`src/rtl/alu_byte_sequencer.sv`:
```
// Byte-serial sequencer for the 32-bit FP ALU core: 8 operand bytes in, start/done with the core, 5 bytes out.
// Latency: core_start the cycle after the 8th byte; result byte 0 valid the cycle after core_done (or timeout).
// Backpressure: out_valid/out_byte hold while out_ready=0; in_valid outside LOAD drops the byte and flags overrun.
module alu_byte_sequencer #(
  parameter int OP_W    = 3,
  parameter int TIMEOUT = 64
) (
  input  logic            clk,
  input  logic            rst_n,
  input  logic [7:0]      in_byte,
  input  logic            in_valid,
  input  logic [OP_W-1:0] in_op,
  output logic [7:0]      out_byte,
  output logic            out_valid,
  input  logic            out_ready,
  output logic            busy,
  output logic [31:0]     core_a,
  output logic [31:0]     core_b,
  output logic [OP_W-1:0] core_op,
  output logic            core_start,
  input  logic            core_done,
  input  logic [31:0]     core_result,
  input  logic [4:0]      core_flags
);

  localparam int TW = $clog2(TIMEOUT + 1);

  typedef enum logic [1:0] {
    S_LOAD   = 2'd0,
    S_ISSUE  = 2'd1,
    S_WAIT   = 2'd2,
    S_UNLOAD = 2'd3
  } state_t;

  state_t          state;
  state_t          state_nxt;
  logic [2:0]      cnt;
  logic [TW-1:0]   timer;
  logic [31:0]     result;
  logic [7:0]      status;

  logic            accept;
  logic            timeout_hit;
  logic            out_xfer;
  logic            overrun_nxt;

  assign accept      = (state == S_LOAD) && in_valid;
  assign timeout_hit = (timer == TW'(TIMEOUT - 1));
  assign out_xfer    = (state == S_UNLOAD) && out_ready;
  // Overrun is sticky; any byte offered outside LOAD joins the existing flag.
  assign overrun_nxt = status[6] | in_valid;

  // State register.
  always_ff @(posedge clk or negedge rst_n) begin
    if (!rst_n) begin
      state <= S_LOAD;
    end else begin
      state <= state_nxt;
    end
  end

  // Next-state decode and the outputs that follow directly from state/cnt.
  always_comb begin
    state_nxt  = state;
    core_start = 1'b0;
    out_valid  = 1'b0;
    out_byte   = 8'h00;
    busy       = (state != S_LOAD) || (cnt != 3'd0);
    case (state)
      S_LOAD: begin
        if (accept && (cnt == 3'd7)) state_nxt = S_ISSUE;
      end
      S_ISSUE: begin
        core_start = 1'b1;
        state_nxt  = S_WAIT;
      end
      S_WAIT: begin
        if (core_done || timeout_hit) state_nxt = S_UNLOAD;
      end
      S_UNLOAD: begin
        out_valid = 1'b1;
        case (cnt)
          3'd0:    out_byte = result[7:0];
          3'd1:    out_byte = result[15:8];
          3'd2:    out_byte = result[23:16];
          3'd3:    out_byte = result[31:24];
          3'd4:    out_byte = status;
          default: out_byte = 8'h00;
        endcase
        if (out_xfer && (cnt == 3'd4)) state_nxt = S_LOAD;
      end
      default: state_nxt = S_LOAD;
    endcase
  end

  // Operand assembly, timer, result/status capture and byte counter.
  always_ff @(posedge clk or negedge rst_n) begin
    if (!rst_n) begin
      cnt     <= 3'd0;
      timer   <= '0;
      result  <= 32'h0;
      status  <= 8'h00;
      core_a  <= 32'h0;
      core_b  <= 32'h0;
      core_op <= '0;
    end else begin
      case (state)
        S_LOAD: begin
          if (accept) begin
            if (cnt[2]) core_b[{cnt[1:0], 3'b000} +: 8] <= in_byte;
            else        core_a[{cnt[1:0], 3'b000} +: 8] <= in_byte;
            if (cnt == 3'd0) begin
              core_op <= in_op;
              status  <= 8'h00;
            end
            cnt <= (cnt == 3'd7) ? 3'd0 : cnt + 3'd1;
          end
        end
        S_ISSUE: begin
          timer <= '0;
          if (in_valid) status[6] <= 1'b1;
        end
        S_WAIT: begin
          timer <= timer + TW'(1);
          // Done takes priority over a timeout landing in the same cycle.
          if (core_done) begin
            result <= core_result;
            status <= {1'b0, overrun_nxt, 1'b0, core_flags};
          end else if (timeout_hit) begin
            result <= 32'h0;
            status <= {1'b1, overrun_nxt, 6'b000000};
          end else if (in_valid) begin
            status[6] <= 1'b1;
          end
        end
        S_UNLOAD: begin
          if (in_valid) status[6] <= 1'b1;
          if (out_xfer) cnt <= (cnt == 3'd4) ? 3'd0 : cnt + 3'd1;
        end
        default: cnt <= 3'd0;
      endcase
    end
  end

endmodule

```
`config.mk`:
```
export PLATFORM = sky130hd
export DESIGN_NAME = alu_byte_sequencer
export DESIGN_NICKNAME = d
export VERILOG_FILES = /design/src/rtl/alu_byte_sequencer.sv
export SDC_FILE = /design/constraint.sdc
export NUM_CORES = 1
export LEC_CHECK = 0
export CORE_MARGIN = 4
export CORE_UTILIZATION = 53
export CTS_CLUSTER_DIAMETER = 200
export DETAILED_ROUTE_END_ITERATION = 10
export PLACE_DENSITY = 0.95
export RECOVER_POWER = 25
export SKIP_LAST_GASP = 1
export SYNTH_ARGS = -nofsm -noshare
export SYNTH_HDL_FRONTEND = slang
export SYNTH_SLANG_ARGS = --single-unit
```
`constraint.sdc`:
```
create_clock -name clk -period 3.55 [get_ports clk]
set_input_delay 0.71 -clock clk [delete_from_list [all_inputs] [get_ports clk]]
set_output_delay 0.71 -clock clk [all_outputs]
set_load 0.01 [all_outputs]
```
### Yosys cells after proc, flatten, opt, wreduce, memory -nomap -nowiden

Index checks and enable logic that the tools add are counted.

* $add $sub $neg: 3
* eq/ne operators: 16
* shift-type cells: 2
* mux-type cells: 28
* bitwise operators: 2
* reduce and logical (&&, ||, !) cells: 23

Operator list (count)
* $bwmux W32: 2
* $mux W32: 2
* $pmux W8 S5: 1
* $mux W8: 4
* $shift A8 B7 Y32 const A: 1
* $shiftx A8 B7 Y32: 1
* $reduce_and A3 Y1: 5
* $pmux W7 S2: 1
* $mux W3: 4
* $pmux W6 S2: 1
* $reduce_bool A2 Y1: 5
* $pmux W2 S4: 1
* $add A7 B1 Y7 const B: 1
* $eq A7 B6 Y1 const B: 1
* $neg A5 Y7: 1
* $eq A3 B2 Y1 const B: 2
* $eq A3 B3 Y1 const B: 2
* $mux W2: 3
* $mux W6: 1
* $ne A2 B1 Y1 const B: 3
* $ne A2 B2 Y1 const B: 3
* $pmux W3 S2: 1
* $mux W1: 5
* $eq A2 B2 Y1 const B: 2
* 16 further kinds: 21

* register bits after elaboration: 119
* input bits: 53
* output and inout port bits: 78
* logic and storage cells: 83

### Longest topological paths before layout

* word-level depth: 5
* mapped depth: 8
* mapped depth without buffers: 6

### Worst setup path before layout

Ideal clock, no wire load.

* path kind: register to output
* start: reg cnt[0]
* end: out out_byte[0]
* data arrival time: 1.655 ns
* required time: 2.840 ns
* setup slack: 1.185 ns
* cell stages (with the launch flop): 9
* path buffers: 2
* path through: dfrtp_1 > inv_1 > ha_1 > buf_4 > clkbuf_1 > a222oi_1 > nor2_1 > a221oi_1 > nor2_1

* longest elaborated chain between the ends: 3
* elaborated cells on any way between the ends: 7
* classes of those cells: 4 x eq/ne; 2 x mux; 1 x reduce/logical

RTL lines
* from (decl): RTL line 37 `logic [2:0] cnt;`
* from (signal assigned): RTL line 116 `cnt <= (cnt == 3'd7) ? 3'd0 : cnt + 3'd1;`
* from (signal assigned): RTL line 138 `if (out_xfer) cnt <= (cnt == 3'd4) ? 3'd0 : cnt + 3'd1;`
* $eq A3 B3 Y1 (tied with other cells): RTL line 82 `case (cnt)`
* $pmux W8 S5 *: RTL line 82
* $mux W8 *: RTL line 69 `case (state)`
* to (decl): RTL line 13 `output logic [7:0] out_byte,`

Mark *: on every way between the ends. The rest lies on a longest branch, timed or not.

### Final worst setup path

* start: reg cnt[0]
* end: out out_byte[2]

Same word-level chain as after synthesis.

==> impl_metrics.yaml <==
cts:
  post_cts_hold_buffer_count: 0
  tritoncts.num_buffers: 17
  clk_latency_ns: 0.51
  h-tree-depth: 4
  cts_num_sinks: 118
  tritoncts: "done"
  ctsLongestPathBuffers: 2
  clk_pin_slew_worst_paths_ns: 0.06
  cts-root-buf: "sky130_fd_sc_hd__clkbuf_8"
setup_path:
  critical_path_buf_inv_count: 3
  crit_type: "reg2out"
  path_common_cell: "sky130_fd_sc_hd__nor2_1"
  worst_ep_required_time_ns: 2.84
  crit_path_end_kind: "primary output"
  max_stage_delay_cell_worst_path: "sky130_fd_sc_hd__clkdlybuf4s50_1"
  cpPeakStageDelay_ns: 0.49
  critical_path_peak_fanout: 17
  worst-endpoint-arrival_ns: 2.71
  worstSetupStartpointType: "flip-flop"
  cpLargestDelayFamily: "buffers and inverters"
  crit_path_cell_trace: "clkinvlp_4 > buf_12 > ha_4 > a222oi_1 > nor2_1 > a221oi_1 > nor2_1 > clkdlybuf4s50_1"
placed_design:
  place.port_buffers: 130
  dp.final_hpwl_mm: 10.24
  post-place-cells: 725
  place_congestion: 0.9996
  dpl_worst_slack_ns: 0.3385
floorplan:
  floorplan.rows: 35
  initial_core_util: 0.5464
  boundaryPins: 131
  area_of_the_die_um2: 11150
  die_height_um: 105.6
  floorplan.core_area_um2: 9240
  die_width_um: 105.6
sta:
  setup_tns_ns: 0
  fin_hold_ws_ns: 0.4811
  period_needed_ns: 3.420
  slew_viol_final: 51
  fin_worst_skew_ns: 0.009323
  final-hold-violation-count: 0
  pin_slew_with_the_least_headroom_to_its_limit_ns: 2.724
  fin_ws_ns: 0.1298
  layout_worst_path_cycle_share: 0.9634
  setup_viol: 0
  fmaxAchievable_mhz: 292.4
  relSlewSlack: -0.8163
synth:
  synthesis.instances: 488
  synth_area_per_cell_um2: 10.35
  netlist_area_um2: 5049
  synth_area_leaders: "sky130_fd_sc_hd__dfrtp_1, sky130_fd_sc_hd__nand2_1, sky130_fd_sc_hd__o21ai_0"
  synth_top_area_cell: "sky130_fd_sc_hd__dfrtp_1"
  synth_top_area_share: 0.5849
  synth-seq-area-share: 0.5849
  postSynth.topFlopCell: "sky130_fd_sc_hd__dfrtp_1"
  synth-edff-count: 0
  synth.lib_cells_used.distinct: 38
  syn_nets: 554
  synthArstFlopShare: 1.000
  yosysMostFrequentCell: "sky130_fd_sc_hd__dfrtp_1"
  synth.yosys.warnings: 0
  synthTopCellsByCount: "sky130_fd_sc_hd__dfrtp_1, sky130_fd_sc_hd__nand2_1, sky130_fd_sc_hd__o21ai_0"
  synth_seq_cells: 118
routing:
  drt-wirelength-per-cell_um: 19.52
  wirelength_mm: 14.77
  dr_total_vias: 4503
  router_iterations_before_antenna_repair: 7
  ant_nets: 0
  drt_iter0_drc: 411
  drcViolationCount: 0
  route.detailed.vias_per_inst: 5.948
final_layout:
  post_route_non_filler_standard_cell_count: 757
  area_growth_pct: 40.74
  antenna_cells: 0
  final_net_count: 682
  nFillCells: 557
  drive_above_1_share: 0.08917
power:
  static-leakage-power_nw: 3.084
  power.density_nw_per_um2: 910.8
  power.ir.vdd_worst_uv: 513.5
  power.total_mw: 6.472
grt:
  grt_usage: 0.2713
  overflow: 0
  pin_count_of_the_biggest_net_entering_global_routing: 69
  antenna_found_initial: 0
  met2_track_usage_gr: 0.4599
  first_global_vias: 4517
  gr-usage-met1: 0.3248
  grt_busiest_layer: "met2"
  globalRouteMet3Util: 0.06981
  grt_first_pass_wirelength_mm: 23.47
outcome:
  status: "finished with violations"
  violated_checks: "capacitance limit, slew limit"
hold_path:
  hp-class: "reg2reg"
job:
  max-cap-violations: 1
==> placed cells by master (no fill, tap or decap), types with 10 or more instances in the layout <==
| cell | instances |
|---|---|
| sky130_fd_sc_hd__clkdlybuf4s50_1 | 129 |
| sky130_fd_sc_hd__dfrtp_1 | 117 |
| sky130_fd_sc_hd__nand2_1 | 116 |
| sky130_fd_sc_hd__o21ai_0 | 74 |
| sky130_fd_sc_hd__a22o_1 | 32 |
| sky130_fd_sc_hd__nor2_1 | 21 |
| sky130_fd_sc_hd__nand3_1 | 17 |
| sky130_fd_sc_hd__clkbuf_16 | 16 |
| sky130_fd_sc_hd__inv_1 | 10 |
| sky130_fd_sc_hd__ha_1 | 10 |
==> flip-flops by register name, indices dropped and copies added (netlist names) <==
| register | count |
|---|---|
| status | 7 |
| result | 32 |
| core_a | 32 |
| core_b | 32 |
| core_op | 3 |
| timer | 7 |
| cnt | 3 |
| state | 2 |
==> power by group <==
group / switching [mW] / internal [mW] / total [mW] / leakage (nW)
registers: 0.400 / 1.84 / 2.24 / 1.57
logic: 1.23 / 1.18 / 2.41 / 1.21
clock network: 0.616 / 1.20 / 1.82 / 0.307
total: 2.25 / 4.23 / 6.47 / 3.08
==> what timing repair did <==
action,CTS,global route
endpoints found under the setup margin,7,8
pin swaps,0,1
resized for setup,3,8
buffers inserted,0,1
==> worst paths after layout <==
kind                                                to  slack, ns  cells after the start                    from
worst max-delay path                       out_byte[2]       0.13                      8      cnt[0]$_DFFE_PN0P_
worst min-delay path            core_b[28]$_DFFE_PN0P_       0.48                      2  core_b[28]$_DFFE_PN0P_
worst max register to register    state[1]$_DFFE_PN0P_       1.15                      6    state[0]$_DFFE_PN0P_
worst min register to register  core_b[28]$_DFFE_PN0P_       0.48                      2  core_b[28]$_DFFE_PN0P_
max in group asynchronous       core_a[19]$_DFFE_PN0P_       0.94                      1                   rst_n
min in group asynchronous       core_a[24]$_DFFE_PN0P_       1.05                      1                   rst_n
==> cell type report <==
type / count / area [µm²] / area share
Sequential cell: 118 / 2954 / 0.4157
Timing Repair Buffer: 133 / 1343 / 0.1889
Inverter: 11 / 45.04 / 0.006339
Clock buffer: 17 / 414.1 / 0.05828
Clock inverter: 14 / 209.0 / 0.02941
Multi-Input combinational cell: 335 / 1979 / 0.2786
Tap cell: 129 / 161.4 / 0.02272
==> metrics by stage <==
stage | utilization | cell area (µm²)
after global placement | 0.6944 | 6416
after global routing | 0.7690 | 7106
after CTS | 0.7626 | 7047
final | 0.7690 | 7106
after floorplan | - | 5049
after detailed placement | 0.6944 | 6416
==> tightest hold or removal path, stage by stage, from the launching register on <==
cell                      delay [ns]
sky130_fd_sc_hd__dfrtp_1        0.34
sky130_fd_sc_hd__nand2_1        0.04
sky130_fd_sc_hd__o21ai_0        0.06
==> routing by layer <==
layer  wire (µm)  vias to the layer above
met5           0                        -
met4         505                        0
met3        1187                       50
met2        7348                      264
met1        5732                     2192
li1            -                     1997
==> logic make-up (layout without fill, tap and decap cells) <==
logic type / Yosys count / in the layout / synth area share
and+or+nand+nor: 178 / 178 / 0.1549
AOI/OAI and AO/OA: 135 / 135 / 0.1760
DFF: 118 / 118 / 0.5849
adders and majority gates: 13 / 13 / 0.03222
buffers and inverters: 35 / 175 / 0.03246
muxes: 9 / 9 / 0.01958
(Power assumes the default switching activity.)
